===== src/rtl/vc_flit_tx_pkg.sv =====
// vc_flit_tx_pkg: shared sizes, flit field positions, flit type and FSM state enums.
package vc_flit_tx_pkg;
  localparam int N_VC = 3;
  localparam int FLIT_W = 34;
  localparam int VC_W = 2;
  localparam int TYPE_LSB = 32;
  localparam int SIZE_LSB = 22;
  localparam int SIZE_W = 8;
  typedef enum logic [1:0] {
    FT_HEAD = 2'b00,
    FT_BODY = 2'b01,
    FT_RSVD = 2'b10,
    FT_TAIL = 2'b11
  } flit_type_e;
  typedef enum logic {
    ST_IDLE   = 1'b0,
    ST_LOCKED = 1'b1
  } state_e;
  function automatic flit_type_e flit_type(input logic [FLIT_W-1:0] f);
    return flit_type_e'(f[TYPE_LSB +: 2]);
  endfunction
  function automatic logic [SIZE_W-1:0] flit_size(input logic [FLIT_W-1:0] f);
    return f[SIZE_LSB +: SIZE_W];
  endfunction
endpackage


===== src/rtl/vc_rr_arbiter.sv =====
// vc_rr_arbiter: round-robin one-hot grant starting at an internal pointer that
// moves to winner+1 when adv_i is strobed.
module vc_rr_arbiter
  import vc_flit_tx_pkg::*;
#(
  parameter int N = N_VC,
  parameter int W = VC_W
) (
  input  logic         clk,
  input  logic         arst,
  input  logic [N-1:0] req_i,
  input  logic         adv_i,
  output logic [N-1:0] gnt_o
);
  logic [W-1:0] ptr_q, ptr_d, win;
  logic found;
  int idx;
  always_comb begin
    gnt_o = '0;
    win = ptr_q;
    found = 1'b0;
    idx = 0;
    for (int i = 0; i < N; i++) begin
      idx = int'(ptr_q) + i;
      idx = idx >= N ? idx - N : idx;
      if (!found && req_i[idx]) begin
        found = 1'b1;
        gnt_o[idx] = 1'b1;
        win = W'(idx);
      end
    end
  end
  assign ptr_d = adv_i ? (win == W'(N - 1) ? '0 : win + W'(1)) : ptr_q;
  always_ff @(posedge clk) begin
    if (arst) ptr_q <= '0;
    else ptr_q <= ptr_d;
  end
endmodule


===== src/rtl/vc_flit_tx.sv =====
// vc_flit_tx: per-port flit transmitter with VC arbitration, wormhole lock and a
// registered link stage. Define VC_TX_RR_EN for round-robin, else highest VC wins.
module vc_flit_tx
  import vc_flit_tx_pkg::*;
(
  input  logic                   clk,
  input  logic                   arst,
  input  logic [N_VC*FLIT_W-1:0] vc_fdata_i,
  input  logic [N_VC-1:0]        vc_valid_i,
  output logic [N_VC-1:0]        vc_ready_o,
  output logic [FLIT_W-1:0]      fdata_o,
  output logic                   valid_o,
  output logic [VC_W-1:0]        vc_id_o,
  input  logic                   ready_i,
  output logic                   busy_o
);
  state_e state_q, state_d;
  logic [VC_W-1:0] lock_q, lock_d, vc_q, gidx;
  logic [FLIT_W-1:0] fdata_q, sel;
  logic valid_q, can_load, xfer, idle;
  logic [N_VC-1:0] cand, lock_oh, idle_gnt, gnt;
  assign idle = state_q == ST_IDLE;
  assign can_load = ~valid_q | ready_i;
  always_comb begin
    cand = '0;
    lock_oh = '0;
    for (int v = 0; v < N_VC; v++) begin
      cand[v] = vc_valid_i[v] & (flit_type(vc_fdata_i[v*FLIT_W +: FLIT_W]) == FT_HEAD);
      lock_oh[v] = lock_q == VC_W'(v);
    end
  end
`ifdef VC_TX_RR_EN
  logic adv;
  assign adv = xfer & idle;
  vc_rr_arbiter #(.N(N_VC), .W(VC_W)) u_arb (
    .clk   (clk),
    .arst  (arst),
    .req_i (cand),
    .adv_i (adv),
    .gnt_o (idle_gnt)
  );
`else
  always_comb begin
    idle_gnt = '0;
    for (int v = 0; v < N_VC; v++) begin
      if (cand[v]) begin
        idle_gnt = '0;
        idle_gnt[v] = 1'b1;
      end
    end
  end
`endif
  // Pops are suppressed during reset so upstream buffers keep their flits.
  assign gnt = idle ? idle_gnt : lock_oh & vc_valid_i;
  assign vc_ready_o = gnt & {N_VC{can_load & ~arst}};
  assign xfer = |vc_ready_o;
  always_comb begin
    gidx = '0;
    for (int v = 0; v < N_VC; v++) gidx = gnt[v] ? VC_W'(v) : gidx;
  end
  assign sel = vc_fdata_i[gidx*FLIT_W +: FLIT_W];
  assign state_d = !xfer ? state_q :
                   idle ? (flit_size(sel) != '0 ? ST_LOCKED : ST_IDLE) :
                   (flit_type(sel) == FT_TAIL ? ST_IDLE : ST_LOCKED);
  assign lock_d = xfer && idle ? gidx : lock_q;
  always_ff @(posedge clk) begin
    if (arst) begin
      state_q <= ST_IDLE;
      lock_q <= '0;
      valid_q <= 1'b0;
      fdata_q <= '0;
      vc_q <= '0;
    end else begin
      state_q <= state_d;
      lock_q <= lock_d;
      if (can_load) valid_q <= xfer;
      if (xfer) begin
        fdata_q <= sel;
        vc_q <= gidx;
      end
    end
  end
  assign fdata_o = fdata_q;
  assign valid_o = valid_q;
  assign vc_id_o = vc_q;
  assign busy_o = state_q == ST_LOCKED;
endmodule

===== config.mk =====
export PLATFORM = sky130hd
export DESIGN_NAME = vc_flit_tx
export DESIGN_NICKNAME = d
export VERILOG_FILES = /design/src/rtl/vc_flit_tx_pkg.sv /design/src/rtl/vc_rr_arbiter.sv /design/src/rtl/vc_flit_tx.sv
export SDC_FILE = /design/constraint.sdc
export NUM_CORES = 1
export LEC_CHECK = 0
export BUFFER_PORTS_ARGS = -buffer_cell sky130_fd_sc_hd__buf_2
export CAP_MARGIN = 20
export CORE_ASPECT_RATIO = 1.4
export CORE_MARGIN = 3
export CORE_UTILIZATION = 38
export DETAILED_ROUTE_END_ITERATION = 8
export PLACE_DENSITY = 0.82
export SYNTH_ARGS = -nofsm -noshare
export SYNTH_HDL_FRONTEND = slang
export SYNTH_HIERARCHICAL = 1
export SYNTH_SLANG_ARGS = --single-unit
export TNS_END_PERCENT = 5

===== constraint.sdc =====
create_clock -name clk -period 2.2 [get_ports clk]
set_input_delay 0.22 -clock clk [delete_from_list [all_inputs] [get_ports clk]]
set_output_delay 0.22 -clock clk [all_outputs]
set_load 0.01 [all_outputs]

==> metrics.md, run 1 <==
| Metric | Value |
|---|---|
| Leakage power total | `approximately 1.6 nW` |
| Number of remaining DRC errors | `0` |
| Via count | `2417` |
| Arr. time, crit path | `1860 ps` |
| Hold Slack | `approximately 160 ps` |
| Clock buffers created by TritonCTS | `5` |
| Max Fanout on Critical Path | `26` |
| Violation count after the first detailed-routing iteration | `94` |
| Clock transition at the registers of the reported paths | `80 ps` |
| Adder and majority gate portion of the synthesized area | `0` |
| Ports | `between 100 and 150` |
| Clock root buffer master | `sky130_fd_sc_hd__clkbuf_8` |
| First-pass GRT wire length | `10.5 mm` |
| RD Place Congestion | `0.837` |
| Total die area | `6940 µm²` |
| Fraction of final layout cells sized beyond drive strength 1 | `0.514` |
| Maximum number of buffers from clock root to sink | `2` |
| Flip-flop and latch count after synthesis | `40` |
| Fraction of the mapped netlist area in compound gates | `0.210` |
| Highest-count cells in the layout ignoring fill and taps | `148 x sky130_fd_sc_hd__buf_2, 44 x sky130_fd_sc_hd__nor2_1, 42 x sky130_fd_sc_hd__mux2i_1` |
| Worst setup SP type | `register` |
| Effective utilization at floorplan | `0.401` |
| Setup violation total in the final timing report | `0` |
| Proportion of power drawn by combinational gates | `0.329` |
| Sw power | `0.653 mW` |
| Initial antenna violation count | `0` |
| First-pass DRT Iterations | `6` |
| Min Clock Period, post-route | `2080 ps` |
| Global router's overall resource usage | `0.183` |
| Port Buffers | `between 100 and 150` |
| Slew of the pin with the lowest slew margin | `approximately 390 ps` |
| Relative max-transition margin | `0.738` |
| Run status | `finished clean` |
| Most common cell after layout, fill and taps aside | `sky130_fd_sc_hd__buf_2` |
| Clock share of power | `0.275` |
| Final Cycle Share | `0.944` |
| Routed via count divided by cell count | `5.22` |
| Total half-perimeter wirelength after legalization and detailed placement | `5.20 mm` |
| TritonCTS sink count | `40` |
| Mean instance size in the synthesized netlist | `9.36 µm²` |
| Multiplexer share of the synthesized area | `0.186` |
| Placement Rows | `32` |
| Critical path required time | `roughly 2000 ps` |
| Clock tree from TritonCTS | `done` |
| Main combinational cell family by area after synthesis | `compound AO/OA/AOI/OAI gates` |
| Sequential element share of the synthesized area | `0.353` |
| Post-detailed-route wirelength per cell | `14.0 µm` |
| Fraction of power consumed by sequential logic | `0.396` |
| Worst IR Drop VDD | `0.381 mV` |
| Final Routed Wirelength | `6.48 mm` |
| Number of global-route vias before repair | `2390` |
| Total grt overflow | `0` |
| Clock latency reported for the late side of the worst-skew pair | `290 ps` |
| Switch share | `0.304` |
| Layout Nets | `502` |
| Post-layout utilization of the core | `0.583` |
| Max Slew Vio Count | `0` |
| Worst reg2reg setup slack | `150 ps` |
| Power Dens Cells | `between 600 and 700 nW/µm²` |
| Post-synthesis instance area | `between 2000 and 2500 µm²` |
| F_max | `481 MHz` |
| Fill cells | `514` |
| Critical path capture point type | `output pin` |
| Area added between synthesis and finish | `45.3%` |
| Crit Path Category | `register to output pin` |
| Hold Vio Cnt, Final | `0` |
| Antenna Cells | `0` |
| Routed Antenna Nets | `0` |
| Pin count of the biggest net entering global routing | `39` |
| Vert. Die Dim | `between 90 and 100 µm` |
| Total core area | `~5600 µm²` |
| Post-synthesis xor/xnor area fraction | `0` |
| Clk_skew | `6.47 ps` |
| Post-Syn Nets | `between 300 and 400` |
| Max Cap Violations | `0` |
| Max H-tree Level | `2` |
| Mapped Cells | `242` |
| Width of the die | `about 71 µm` |
| Worst hold path type | `primary input to register` |
| Total internal power | `1.50 mW` |
| Post-CTS Hold Fix Bufs | `0` |
| Synth Area in Simple Gates | `0.192` |
| Design Power | `2.15 mW` |
| Distinct cells, synth | `32` |
| Total of warnings raised by yosys | `6` |
==> routing by layer <==
metal / vias to the layer above / global-route usage / share of wire
met5: - / 0 / 0
met3: 9 / 0.0248 / 0.055
li1: 1205 / - / -
met4: 0 / 0.0579 / 0.016
met2: 89 / 0.356 / 0.56
met1: 1114 / 0.194 / 0.37
==> path summary, 6_finish.rpt <==
check                                from                 endpoint  cells past startpoint
hold / removal             vc_fdata_i[68]  fdata_o[0]$_SDFFE_PP0P_                      3
setup reg to reg      busy_o$_SDFFE_PP0P_      busy_o$_SDFFE_PP0P_                      9
hold reg to reg   fdata_o[8]$_SDFFE_PP0P_  fdata_o[8]$_SDFFE_PP0P_                      2
setup / recovery      busy_o$_SDFFE_PP0P_            vc_ready_o[2]                      6
==> flip-flops by register name, indices dropped and copies added (netlist names) <==
| name | flops |
|---|---|
| valid_o | 1 |
| vc_id_o | 2 |
| fdata_o | 34 |
| lock_q | 2 |
| busy_o | 1 |
==> layout make-up <==
class                   count  area [µm²]  area share
multi-input cells         180        1350       0.410
repair buffers            166         941       0.286
flip-flops and latches     40         802       0.244
well taps                  68        85.1      0.0258
clock buffers               5        68.8      0.0209
clock inverters             3        42.5      0.0129
inverters                   1        3.75     0.00114
==> metrics by stage <==
stage                     cell area [µm²]  setup TNS [ps]  instances  setup WS, ps
after global placement               3140               0        453          70.0
after CTS                            3260               0        461          40.1
after global routing                 3290           -28.3        463         -28.3
final                                3290               0        463           123
after floorplan                      2270               0        242          7.80
after detailed placement             3140               0        453          25.6
==> logic make-up (layout without fill, tap and decap cells) <==
family	after synthesis	count (layout)
AO/OA/AOI/OAI	48	48
buffers and inverters	22	175
flip-flops	40	40
multiplexers	42	42
AND/OR/NAND/NOR	90	90
==> power by group through the flow <==
| stage | Combinational, mW | Clock [mW] | Sequential, mW |
|---|---|---|---|
| 2_1_floorplan | 0.400 | 0 | 0.891 |
| 3_3_place_gp | 0.687 | 0 | 0.864 |
| 3_5_place_dp | 0.704 | 0 | 0.867 |
| 4_1_cts | 0.706 | 0.604 | 0.851 |
| 5_1_grt | 0.775 | 0.634 | 0.862 |
| 6_report | 0.707 | 0.591 | 0.853 |
==> critical path: stages, from the launching register on <==
cell                      delay, ps
sky130_fd_sc_hd__dfxtp_2        370
sky130_fd_sc_hd__nor3_1         250
sky130_fd_sc_hd__o21ai_1        170
sky130_fd_sc_hd__buf_12         180
sky130_fd_sc_hd__nor2_4         130
sky130_fd_sc_hd__buf_8          270
sky130_fd_sc_hd__buf_2          180
==> cell usage after synthesis <==
cell type / n / share of area
sky130_fd_sc_hd__nor4_1: 2 / 0.0055
sky130_fd_sc_hd__nand2_1: 7 / 0.012
sky130_fd_sc_hd__buf_4: 4 / 0.013
sky130_fd_sc_hd__nor2b_4: 1 / 0.0061
sky130_fd_sc_hd__nor2_2: 1 / 0.0028
sky130_fd_sc_hd__a211oi_1: 1 / 0.0033
sky130_fd_sc_hd__a31o_2: 1 / 0.0039
sky130_fd_sc_hd__dfxtp_1: 40 / 0.35
sky130_fd_sc_hd__mux2i_1: 42 / 0.19
sky130_fd_sc_hd__nor3b_1: 2 / 0.0066
sky130_fd_sc_hd__or3b_1: 1 / 0.0039
sky130_fd_sc_hd__nor2_1: 44 / 0.073
sky130_fd_sc_hd__nor3_1: 25 / 0.055
sky130_fd_sc_hd__a21oi_1: 14 / 0.031
sky130_fd_sc_hd__o21ai_0: 3 / 0.0066
sky130_fd_sc_hd__a32o_1: 2 / 0.0088
sky130_fd_sc_hd__nor2b_1: 2 / 0.0055
sky130_fd_sc_hd__nor3_4: 1 / 0.0072
sky130_fd_sc_hd__a222oi_1: 1 / 0.0044
sky130_fd_sc_hd__o21ai_1: 1 / 0.0022
sky130_fd_sc_hd__inv_1: 1 / 0.0017
sky130_fd_sc_hd__a31oi_1: 1 / 0.0028
sky130_fd_sc_hd__nor4b_1: 1 / 0.0039
sky130_fd_sc_hd__clkbuf_1: 8 / 0.013
sky130_fd_sc_hd__buf_2: 5 / 0.011
sky130_fd_sc_hd__o21a_1: 1 / 0.0033
sky130_fd_sc_hd__a221oi_1: 3 / 0.012
sky130_fd_sc_hd__nand2b_1: 1 / 0.0028
sky130_fd_sc_hd__and3b_1: 1 / 0.0039
sky130_fd_sc_hd__buf_6: 4 / 0.020
sky130_fd_sc_hd__a221oi_2: 20 / 0.13
sky130_fd_sc_hd__or3b_2: 1 / 0.0039
==> what timing repair did <==
action                                  in CTS  in global routing
endpoints found under the setup margin       1                 24
cloned                                       0                  0
pin swaps                                    0                  2
buffers inserted                             0                  2
resized for setup                            1                  5
No activity file was read; power rests on OpenSTA's default activity.
==> run 2, diff against run 1 <==
RECOVER_POWER = 100   (was unset)
==> metrics.md, run 2 (synthesized netlist as in run 1, its figures left out) <==
| Metric | Value |
|---|---|
| Run status | `finished clean` |
| Clock buffers created by TritonCTS | `5 (unchanged)` |
| Worst setup SP type | `register` |
| Number of remaining DRC errors | `0 (unchanged)` |
| Max Slew Vio Count | `0 (unchanged)` |
| Routed via count divided by cell count | `5.24 (+0.29%)` |
| Total half-perimeter wirelength after legalization and detailed placement | `5.20 mm (unchanged)` |
| Critical path required time | `1980 ps (about the same)` |
| Total grt overflow | `0 (unchanged)` |
| Width of the die | `71.3 µm (unchanged)` |
| Worst IR Drop VDD | `0.380 mV (-0.18%)` |
| Post-layout utilization of the core | `0.575 (-0.00820)` |
| Total core area | `5650 µm² (unchanged)` |
| First-pass GRT wire length | `10.5 mm (unchanged)` |
| Arr. time, crit path | `1870 ps (about the same)` |
| Leakage power total | `1.42 nW (-9.8%)` |
| Cells along the critical path | `nor3_1 > o21ai_1 > buf_12 > nor2_4 > buf_8 > buf_2` |
| Setup violation total in the final timing report | `0 (unchanged)` |
| Crit Path Category | `register to output pin` |
| Violation count after the first detailed-routing iteration | `84 (-11%)` |
| F_max | `479 MHz (-0.54%)` |
| Placement Rows | `32 (unchanged)` |
| Slew of the pin with the lowest slew margin | `392 ps (-0.0557 ps)` |
| Clock tree from TritonCTS | `done` |
| Cell type of the slowest stage on the worst timing path | `sky130_fd_sc_hd__dfxtp_2` |
| Area added between synthesis and finish | `43.2%` |
| Post-detailed-route wirelength per cell | `14.1 µm (+0.51%)` |
| Number of flip-flops in the largest register | `34 (unchanged)` |
| TritonCTS sink count | `40 (unchanged)` |
| Total Negative Setup Slacks | `0 ps (unchanged)` |
| Layout Nets | `502 (unchanged)` |
| Power Dens Cells | `658 nW/µm² (+0.73%)` |
| Antenna Cells | `0 (unchanged)` |
| Non-filler cells, final | `463 (unchanged)` |
| Max Cap Violations | `0 (unchanged)` |
| Vert. Die Dim | `97.4 µm (unchanged)` |
| Max H-tree Level | `2 (unchanged)` |
| Maximum number of buffers from clock root to sink | `2 (unchanged)` |
| Clock latency reported for the late side of the worst-skew pair | `290 ps (about the same)` |
| Port Buffers | `148 (unchanged)` |
| Max Fanout on Critical Path | `26 (unchanged)` |
| Clock transition at the registers of the reported paths | `80 ps (about the same)` |
| Effective utilization at floorplan | `0.401 (unchanged)` |
| Min Clock Period, post-route | `2090 ps (+11.3 ps)` |
| Clk_skew | `5.60 ps (-0.871 ps)` |
| Design Power | `2.14 mW (-0.69%)` |
| Initial antenna violation count | `0 (unchanged)` |
| Via count | `2424 (+0.29%)` |
| Count of buffering cells on the critical path with inverters included | `3 (unchanged)` |
| Fraction of final layout cells sized beyond drive strength 1 | `0.420 (-0.0937)` |
| Total die area | `6940 µm² (unchanged)` |
| Hold Vio Cnt, Final | `0 (unchanged)` |
| Clock root buffer master | `sky130_fd_sc_hd__clkbuf_8` |
| Instance count after placement with tap cells included | `453 (unchanged)` |
| Pin count of the biggest net entering global routing | `39 (unchanged)` |
| Family with the most delay on the worst path | `buffers and inverters` |
| Number of global-route vias before repair | `2390 (unchanged)` |
| Routed Antenna Nets | `0 (unchanged)` |
| Post-CTS Hold Fix Bufs | `0 (unchanged)` |
| RD Place Congestion | `0.837 (unchanged)` |
| Ports | `149 (unchanged)` |
| Delay of the slowest cell on the worst path | `360 ps (about the same)` |
| Most common cell after layout, fill and taps aside | `sky130_fd_sc_hd__buf_2` |
| Relative max-transition margin | `0.738 (about the same)` |
| Highest-count cells in the layout ignoring fill and taps | `111 x sky130_fd_sc_hd__buf_2, 44 x sky130_fd_sc_hd__nor2_1, 42 x sky130_fd_sc_hd__mux2i_1` |
| Critical path capture point type | `output pin` |
| Worst hold path type | `primary input to register` |
| Final Cycle Share | `0.949 (+0.00514)` |
| Final Routed Wirelength | `6.51 mm (+0.51%)` |
| First-pass DRT Iterations | `6 (unchanged)` |
| Global router's overall resource usage | `0.183 (unchanged)` |
==> run 2: cell types whose count changed in the layout (fill, tap and decap cells not counted) <==
cell                       change
sky130_fd_sc_hd__clkbuf_1     +37
sky130_fd_sc_hd__buf_2        -37
==> run 2: area by class of cell <==
cell class,instances,area [µm²]
inverter,1,3.75
sequential,40,802
multi-input combinational,180,1350
clock buffer,5,68.8
clock inverter,3,42.5
timing repair buffer,166,895
tap,68,85.1
fill,538,2400
==> run 2: tightest hold or removal path, stage by stage <==
cell and delay, ps:
sky130_fd_sc_hd__buf_2 80, sky130_fd_sc_hd__a221oi_2 40, sky130_fd_sc_hd__nor2_1 70
==> run 2: worst paths after layout <==
check | startpoint | cells past startpoint | end | slack, ps
worst min register to register | fdata_o[8]$_SDFFE_PP0P_ | 2 | fdata_o[8]$_SDFFE_PP0P_ | 460
worst max-delay path | busy_o$_SDFFE_PP0P_ | 6 | vc_ready_o[2] | 110
worst min-delay path | vc_fdata_i[68] | 3 | fdata_o[0]$_SDFFE_PP0P_ | 160
worst max register to register | busy_o$_SDFFE_PP0P_ | 9 | busy_o$_SDFFE_PP0P_ | 140
==> run 2: power by group <==
part	switching, mW	total [mW]	internal, mW
combinational	0.345	0.690	0.345
clock	0.256	0.591	0.336
sequential	0.0549	0.854	0.799
==> run 2: stage by stage <==
stage | setup slack [ps] | hold slack (ps) | area [µm²]
4_1_cts | 40.1 | 158 | 3260
3_5_place_dp | 25.6 | 450 | 3140
3_3_place_gp | 70.0 | 438 | 3140
6_report | 112 | 162 | 3250
5_1_grt | -28.3 | 171 | 3250
2_1_floorplan | 7.80 | 356 | 2270
==> run 2: routing by layer <==
layer  GRT usage  routed length, µm  vias to the layer above
li1            -                  -                     1204
met1       0.194               2400                     1129
met2       0.356               3660                       84
met3      0.0248                356                        7
met4      0.0579                 92                        0
met5           0                  0                        -
==> run 2: timing repair <==
item,CTS,global route
pin swaps,0,2
gates resized for setup,1,5
gates cloned,0,0
endpoints found under the setup margin,1,24
setup buffers,0,2
